**src/rtl/interrupt_arbiter_pkg.sv**
```systemverilog
// ============================================================================
// Module  : interrupt_arbiter_pkg
// Brief   : Shared FSM encodings and widths for the interrupt arbiter slice.
// Revision: 1.0 - initial release
// ============================================================================
`default_nettype none

package interrupt_arbiter_pkg;

    localparam int INT_SRC_W = 64;
    localparam int IDX_W     = 4;

    typedef logic [2:0] state_t;

    localparam state_t ST_IDLE    = 3'b001;
    localparam state_t ST_ISSUE   = 3'b010;
    localparam state_t ST_RELEASE = 3'b100;

endpackage

`default_nettype wire

```
**src/rtl/interrupt_arbiter_rr_arbiter.sv**
```systemverilog
// ============================================================================
// Module  : rr_arbiter
// Brief   : Round-robin search from an internal pointer, advanced on accept.
// Revision: 1.0 - initial release
// ============================================================================
`default_nettype none

module rr_arbiter
    import interrupt_arbiter_pkg::*;
#(
    parameter int N = 4
) (
    input  logic             clk,
    input  logic             resetn,
    input  logic [N-1:0]     req,
    input  logic             accept,
    output logic [N-1:0]     grant,
    output logic [IDX_W-1:0] idx,
    output logic             any
);

    logic [IDX_W-1:0] ptr_q, ptr_d;
    logic [IDX_W:0]   w_dist;
    logic [IDX_W:0]   w_best;

    // Winner is the requester with the smallest wrapped distance above ptr_q.
    always_comb begin
        w_best = '1;
        w_dist = '0;
        idx    = '0;
        any    = 1'b0;
        for (int i = 0; i < N; i++) begin
            if ((IDX_W+1)'(i) >= {1'b0, ptr_q}) begin
                w_dist = (IDX_W+1)'(i) - {1'b0, ptr_q};
            end else begin
                w_dist = (IDX_W+1)'(i + N) - {1'b0, ptr_q};
            end
            if (req[i] && (w_dist < w_best)) begin
                w_best = w_dist;
                idx    = IDX_W'(i);
                any    = 1'b1;
            end
        end
    end

    for (genvar g = 0; g < N; g++) begin : g_grant
        assign grant[g] = any && (idx == IDX_W'(g));
    end

    always_comb begin
        ptr_d = ptr_q;
        if (accept && any) begin
            ptr_d = (idx == IDX_W'(N - 1)) ? '0 : idx + 1'b1;
        end
    end

    always_ff @(posedge clk) begin
        if (!resetn) begin
            ptr_q <= '0;
        end else begin
            ptr_q <= ptr_d;
        end
    end

endmodule

`default_nettype wire

```
**src/rtl/interrupt_arbiter.sv**
```systemverilog
// ============================================================================
// Module  : interrupt_arbiter
// Brief   : Shares one interrupt engine among NREQ sources, round-robin.
// Revision: 1.0 - initial release
// ============================================================================
`default_nettype none

module interrupt_arbiter
    import interrupt_arbiter_pkg::*;
#(
    parameter int NREQ = 4,
    parameter int CTXW = 9
) (
    input  logic                      clk,
    input  logic                      resetn,
    input  logic [NREQ-1:0]           req_valid,
    input  logic [NREQ*INT_SRC_W-1:0] req_src,
    input  logic [NREQ*CTXW-1:0]      req_ctx,
    output logic [NREQ-1:0]           req_ack,
    output logic                      int_req,
    output logic [INT_SRC_W-1:0]      int_src,
    output logic [CTXW-1:0]           int_ctx,
    input  logic                      int_ack,
    output logic                      arb_busy,
    output logic [IDX_W-1:0]          grant_idx
);

    state_t                 state_q, state_d;
    logic                   int_req_q, int_req_d;
    logic [INT_SRC_W-1:0]   int_src_q, int_src_d;
    logic [CTXW-1:0]        int_ctx_q, int_ctx_d;
    logic [NREQ-1:0]        req_ack_q, req_ack_d;
    logic [IDX_W-1:0]       grant_idx_q, grant_idx_d;

    logic [NREQ-1:0]        w_grant;
    logic [IDX_W-1:0]       w_idx;
    logic                   w_any;
    logic                   w_accept;
    logic [INT_SRC_W-1:0]   w_src;
    logic [CTXW-1:0]        w_ctx;
    logic [NREQ-1:0]        w_ack_dec;

    // A spurious ack still high from the engine blocks any new grant.
    assign w_accept = (state_q == ST_IDLE) && !int_ack && w_any;

    rr_arbiter #(
        .N (NREQ)
    ) u_rr (
        .clk    (clk),
        .resetn (resetn),
        .req    (req_valid),
        .accept (w_accept),
        .grant  (w_grant),
        .idx    (w_idx),
        .any    (w_any)
    );

    always_comb begin
        w_src = '0;
        w_ctx = '0;
        for (int i = 0; i < NREQ; i++) begin
            if (w_grant[i]) begin
                w_src = w_src | req_src[INT_SRC_W*i +: INT_SRC_W];
                w_ctx = w_ctx | req_ctx[CTXW*i +: CTXW];
            end
        end
    end

    for (genvar g = 0; g < NREQ; g++) begin : g_ack_dec
        assign w_ack_dec[g] = (grant_idx_q == IDX_W'(g));
    end

    always_comb begin
        state_d     = state_q;
        int_req_d   = int_req_q;
        int_src_d   = int_src_q;
        int_ctx_d   = int_ctx_q;
        grant_idx_d = grant_idx_q;
        req_ack_d   = '0;
        case (state_q)
            ST_IDLE: begin
                int_req_d = 1'b0;
                if (w_accept) begin
                    int_src_d   = w_src;
                    int_ctx_d   = w_ctx;
                    grant_idx_d = w_idx;
                    int_req_d   = 1'b1;
                    state_d     = ST_ISSUE;
                end
            end
            ST_ISSUE: begin
                int_req_d = 1'b1;
                if (int_ack) begin
                    int_req_d = 1'b0;
                    req_ack_d = w_ack_dec;
                    state_d   = ST_RELEASE;
                end
            end
            ST_RELEASE: begin
                int_req_d = 1'b0;
                if (!int_ack) begin
                    state_d = ST_IDLE;
                end
            end
            default: begin
                int_req_d = 1'b0;
                state_d   = ST_IDLE;
            end
        endcase
    end

    always_ff @(posedge clk) begin
        if (!resetn) begin
            state_q     <= ST_IDLE;
            int_req_q   <= 1'b0;
            int_src_q   <= '0;
            int_ctx_q   <= '0;
            req_ack_q   <= '0;
            grant_idx_q <= '0;
        end else begin
            state_q     <= state_d;
            int_req_q   <= int_req_d;
            int_src_q   <= int_src_d;
            int_ctx_q   <= int_ctx_d;
            req_ack_q   <= req_ack_d;
            grant_idx_q <= grant_idx_d;
        end
    end

    assign int_req   = int_req_q;
    assign int_src   = int_src_q;
    assign int_ctx   = int_ctx_q;
    assign req_ack   = req_ack_q;
    assign grant_idx = grant_idx_q;
    assign arb_busy  = (state_q != ST_IDLE);

endmodule

`default_nettype wire

```
**config.mk**
```make
export PLATFORM = sky130hd
export DESIGN_NAME = interrupt_arbiter
export DESIGN_NICKNAME = d
export VERILOG_FILES = /design/src/rtl/interrupt_arbiter_pkg.sv /design/src/rtl/interrupt_arbiter_rr_arbiter.sv /design/src/rtl/interrupt_arbiter.sv
export SDC_FILE = /design/constraint.sdc
export NUM_CORES = 1
export LEC_CHECK = 0
export ABC_AREA = 1
export CELL_PAD_IN_SITES_DETAIL_PLACEMENT = 1
export CELL_PAD_IN_SITES_GLOBAL_PLACEMENT = 1
export CORE_ASPECT_RATIO = 1.1
export CORE_MARGIN = 2
export CORE_UTILIZATION = 20
export DETAILED_ROUTE_END_ITERATION = 7
export PLACE_DENSITY_LB_ADDON = 0.1
export SKIP_LAST_GASP = 1
export SLEW_MARGIN = 20
export SYNTH_ARGS = -nofsm -noshare
export SYNTH_HDL_FRONTEND = slang
export SYNTH_HIERARCHICAL = 1
export SYNTH_SLANG_ARGS = --single-unit
```
**constraint.sdc**
```tcl
create_clock -name clk -period 4.95 [get_ports clk]
set_input_delay 0.99 -clock clk [delete_from_list [all_inputs] [get_ports clk]]
set_output_delay 0.99 -clock clk [all_outputs]
set_load 0.01 [all_outputs]
```
==> run metrics, run 1 <==
status=complete, no violations; critical path class=input port to register; RSZ-0062 raised after global routing=yes; IO Port Bufs=381; crit-path leading delay family=simple AND/OR/NAND/NOR gates; largest net degree at the start of global routing=47; VDD IR max=0.1170 mV; PwrDens=364.5 nW/um^2; HP Start=int_src[23]$_SDFFE_PN0P_; worst reg2reg path depth=36; CP Launch Type=input port; CTS clk-pin slew, worst paths=0.07 ns; total grt overflow=0; vias in the first global route=7678; crit path max fanout=8; Worst Path Buf+Inv=7; Synth cell types=27; Root Buffer=clkbuf_16; Skew-Pair Late Insertion Delay=0.35 ns; initial antenna violation count=2; most area-hungry cell type in the Yosys netlist=dfxtp_1; Critical Path RT=5.24 ns; WL/cell=17.25 microns; FF-to-FF End=int_src[51]$_SDFFE_PN0P_; synth warn=6; placer congestion estimate=0.7925; worst hold stages=2; worst clock skew=0.01213 ns; num rows=62; share of the synthesized area in the top cell type=0.3270; final hold violations=0; WHS Endpoint=int_src[23]$_SDFFE_PN0P_; I/O Pins=382; Critical R2R Launch=u_rr/ptr_q[1]$_SDFFE_PN0P_; area of the multi-input gates=3283 sq um; Worst Setup SP=req_valid[0]; most common cell after layout, fill and taps aside=clkdlybuf4s50_1; Fin Hold WS=0.5019 ns; CTS tree=yes; Placed Area=9859 sq um; max_cap viols=0; Synth Register Bits=87; drt first-iter violations=181; all-layer global routing usage=0.1984; fillcell total=3272; Core Footprint=26140 sq um; Vias=7225; antenna-violating nets left=0; Static Leak=0.004307 uW; layout cells sized above 1=0.08787; Post-Syn Area=5326 sq um; WL final=28300 microns; total die area=27950 sq um; clock sinks=87; hpwl dp=21580 microns; Final Cycle Share=0.9441; placed cells=1611; top post-synthesis cells by area=dfxtp_1, nand2_1, nor2_1; slew margin rel.=0.5111; nets=1598; CTS buffer count=9; final cell count without fillers=1640; post-synthesis average cell area=6.053 sq um; Via density=4.405; r2r setup slk=0.30 ns; Worst-Margin Slew=0.7333 ns; Worst path slowest cell=a2111oi_4; Arrival @ worst endpoint=4.96 ns; Slew Limit Fails=0; Initial Util=0.2037; post-route cell area=10420 sq um; drt drc=0; total power=3798 uW; FF/Latch Area=1743 sq um; Bufs on Longest Clock Path=2; CP endpoint kind=register; most frequent cells in the layout=clkdlybuf4s50_1, nand2_1, nor2_1; minimum clock period=4.673 ns; H-tree depth=3; die width=159.6 microns; final setup violation count=0; First-pass DRT Iterations=4; setup TNS=0 ns; area grow syn2layout=95.63%; instance count of the mapped netlist=880; Crit path top cell by count=nand2_1; Seq/Total Area, Yosys=0.3270; Die Ht=175.2 microns; Max stage delay on crit path=0.28 ns; global-route wire length before repair=42670 microns; HP Class=register to register; Peak Freq=214.0 MHz
cell usage after synthesis, drive strengths merged:
| master | number |
|---|---|
| or2 | 1 |
| a21oi | 7 |
| nand2 | 328 |
| buf | 36 |
| nor3 | 5 |
| nand3 | 6 |
| nand4 | 76 |
| a2111oi | 1 |
| a21boi | 1 |
| conb | 1 |
| inv | 36 |
| ha | 17 |
| clkbuf | 22 |
| dfxtp | 87 |
| o22ai | 1 |
| a211oi | 1 |
| nor2 | 175 |
| o21ai | 79 |
worst max path at each step:
stage | slack (ns) | to | depth (start not counted)
after floorplan | 0.21 | int_src[20]$_SDFFE_PN0P_ | 34
after global placement | -0.46 | int_src[2]$_SDFFE_PN0P_ | 32
after global routing | -0.07 | int_ctx[0]$_SDFFE_PN0P_ | 36
final | 0.28 | int_src[51]$_SDFFE_PN0P_ | 35
after CTS | 0.07 | int_src[48]$_SDFFE_PN0P_ | 34
after detailed placement | -0.64 | int_src[2]$_SDFFE_PN0P_ | 32
worst min-delay path, stage by stage (launching register included):
cell,delay [ns]
dfxtp_1,0.33
o21ai_1,0.07
nor2_1,0.07
flip-flops by register name, summed over array words and instances, names as in the netlist:
name and count:
int_src 64, int_ctx 9, grant_idx 4, req_ack 4, state_q 3, u_rr/ptr_q 2, int_req 1
through the flow:
stage                       util  worst slack, ns
after floorplan                -           0.2145
after global placement    0.3771          -0.4626
after detailed placement  0.3771          -0.6371
after CTS                 0.3952          0.07394
after global routing      0.3986         -0.07056
final                     0.3986           0.2769
where the power goes:
part           internal [uW]  total (uW)  switching, uW
clock                    491         794            302
sequential               834         903           69.9
combinational           1020        2100           1080
cell families (layout without fill, tap and decap cells):
kind of cell,Yosys count,count (layout),synth area share
other,1,10,0.0007040
AND/OR/NAND/NOR,591,591,0.4623
flip-flops,87,87,0.3270
AO/OA/AOI/OAI,90,90,0.08997
buffers and inverters,94,493,0.08010
adder cells (fa/ha/maj),17,17,0.03993
what timing repair did:
action / in CTS / in global routing
setup endpoints to repair: 81 / 81
gates resized for setup: 12 / 18
cloned: 2 / 0
setup buffers: 6 / 4
hold buffers: 0 / 0
hold endpoints to repair: 0 / 0
pin swaps: 22 / 8
layer usage:
| metal | up-vias | GRT usage | part of all wire |
|---|---|---|---|
| met4 | 0 | 0.06250 | 0.020 |
| met3 | 24 | 0.05246 | 0.055 |
| met2 | 172 | 0.3900 | 0.55 |
| met1 | 3402 | 0.2019 | 0.37 |
| met5 | - | 0 | 0 |
| li1 | 3627 | - | - |
final cells by class:
| cell class | instances | area share |
|---|---|---|
| sequential | 87 | 0.1673 |
| timing repair buffer | 442 | 0.4304 |
| tap | 352 | 0.04227 |
| clock buffer | 11 | 0.02233 |
| clock inverter | 4 | 0.009126 |
| multi-input combinational | 706 | 0.3151 |
| inverter | 36 | 0.01309 |
| antenna | 2 | 0.0004803 |
(Power assumes the default switching activity.)
==> run 2, diff against run 1 <==
CORE_ASPECT_RATIO = 1.75   (was 1.1)
==> run 2 against run 1 <==
Compared with the run above:
- clock power decreased by 3.8%
- routed wire length increased by 8.5%
- clock skew decreased by 0.0047 ns
- critical path type unchanged
- cell count decreased by 1.2%
- critical endpoint is now int_ctx[6]$_SDFFE_PN0P_
- global-route usage increased by 1.3 points
==> run metrics, run 2 (synthesis results as in run 1) <==
switching component of the power=1530 uW; worst clock skew=0.007397 ns; clock power share=0.194; hpwl dp=22830 microns; Worst Setup SP=req_valid[0]; Slew Limit Fails=0; WL final=30710 microns; sw frac=0.3878; global-route wire length before repair=44260 microns; First-pass DRT Iterations=4; initial antenna violation count=5; Root Buffer=clkbuf_16; Worst path slowest cell=ha_1; CTS tree=yes; placed cells=1580; Max stage delay on crit path=0.32 ns; # hold bufs at CTS=0; total die area=28000 sq um; CP endpoint kind=register; CTS clk-pin slew, worst paths=0.07 ns; die width=127.4 microns; Final Cycle Share=0.9306; Via density=4.543; Arrival @ worst endpoint=4.86 ns; antenna-violating nets left=0; drt drc=0; Pint=2415 uW; HP Class=register to register; drt first-iter violations=233; Skew-Pair Late Insertion Delay=0.36 ns; critical path class=input port to register; layout cells sized above 1=0.09520; Static Leak=0.004379 uW; Worst Slack Setup Final=0.3435 ns; Vias=7360; slew margin rel.=0.5467; CTS buffer count=9; final setup violation count=0; dpl ws=-0.6482 ns; Comb power frac=0.576; Initial Util=0.2018; crit path max fanout=11; total grt overflow=0; FF-to-FF End=int_ctx[6]$_SDFFE_PN0P_; all-layer global routing usage=0.2109; sequential fraction of design power=0.230; worst reg2reg path depth=36; num rows=79; H-tree depth=3; Setup crit end=int_ctx[6]$_SDFFE_PN0P_; Die Ht=219.9 microns; largest net degree at the start of global routing=61; placer congestion estimate=0.8289; Crit path top cell by count=nand2_1; VDD IR max=0.1908 mV; status=complete, no violations; Critical Path RT=5.20 ns; most common cell after layout, fill and taps aside=clkdlybuf4s50_1; minimum clock period=4.606 ns; WL/cell=18.96 microns; setup TNS=0 ns; Core Footprint=26390 sq um; final core occ=0.4004; vias in the first global route=7712; Critical R2R Launch=u_rr/ptr_q[1]$_SDFFE_PN0P_; Peak Freq=217.1 MHz; r2r setup slk=0.36 ns; fillcell total=3273; PwrDens=373.3 nW/um^2; IO Port Bufs=381; area grow syn2layout=98.40%; final cell count without fillers=1620; max reg flops=64; final hold violations=0; most frequent cells in the layout=clkdlybuf4s50_1, nand2_1, nor2_1; max_cap viols=0; I/O Pins=382; clock sinks=87; Bufs on Longest Clock Path=2; CP Launch Type=input port; Worst-Margin Slew=0.6800 ns; nets=1603
-- run 2: layout make-up --
cell class	count	area [sq um]	area share
repair buffers	447	4663	0.4413
multi-input cells	706	3279	0.3103
flip-flops and latches	87	1743	0.1649
well taps	324	405.4	0.03836
clock buffers	14	294.0	0.02782
inverters	36	137.6	0.01302
clock inverters	2	35.03	0.003315
diodes	4	10.01	0.0009472
-- run 2: repair_timing --
action                     4_1_cts  5_1_grt
gates resized for setup         11       23
setup endpoints to repair       79       81
setup buffers                   10        4
cloned                           4        3
pin swaps                       12       17
-- run 2: per-stage QoR --
step                      instance area, sq um  hold WS, ns  total power, uW
after global routing                     10570       0.5375             4251
after floorplan                           5353       0.5079             1870
final                                    10570       0.5038             3945
after detailed placement                  9853       0.4882             2970
after CTS                                10420       0.5091             3935
after global placement                    9851       0.4795             2963
-- run 2: per-layer routing --
| layer | up-vias | share of wire | global-route usage |
|---|---|---|---|
| met3 | 55 | 0.050 | 0.05123 |
| li1 | 3633 | - | - |
| met2 | 215 | 0.55 | 0.4021 |
| met1 | 3455 | 0.36 | 0.2141 |
| met5 | - | 0.00042 | 0 |
| met4 | 2 | 0.036 | 0.09267 |
-- run 2: worst max-delay path, delay by kind of cell --
kind	cells	cell delay, ns
buffers and inverters	7	0.75
adders and majority gates	4	1.01
AOI/OAI and AO/OA	7	0.76
and+or+nand+nor	17	1.32
-- run 2: worst min path at each step --
| stage | startpoint | end | cells past startpoint |
|---|---|---|---|
| finish | int_src[26]$_SDFFE_PN0P_ | int_src[26]$_SDFFE_PN0P_ | 2 |
| global route | int_src[14]$_SDFFE_PN0P_ | int_src[14]$_SDFFE_PN0P_ | 2 |
| CTS | int_src[26]$_SDFFE_PN0P_ | int_src[26]$_SDFFE_PN0P_ | 2 |
| detailed placement | int_src[16]$_SDFFE_PN0P_ | int_src[16]$_SDFFE_PN0P_ | 2 |
| global placement | int_src[28]$_SDFFE_PN0P_ | int_src[28]$_SDFFE_PN0P_ | 2 |
| floorplan | state_q[2]$_SDFFE_PN0P_ | state_q[2]$_SDFFE_PN0P_ | 2 |
-- run 2: power groups by stage --
stage / sequential (uW) / combinational, uW / clock (uW)
finish: 907 / 2270 / 764
global route: 926 / 2500 / 820
CTS: 908 / 2230 / 798
detailed placement: 920 / 2050 / 0
global placement: 917 / 2050 / 0
floorplan: 971 / 898 / 0
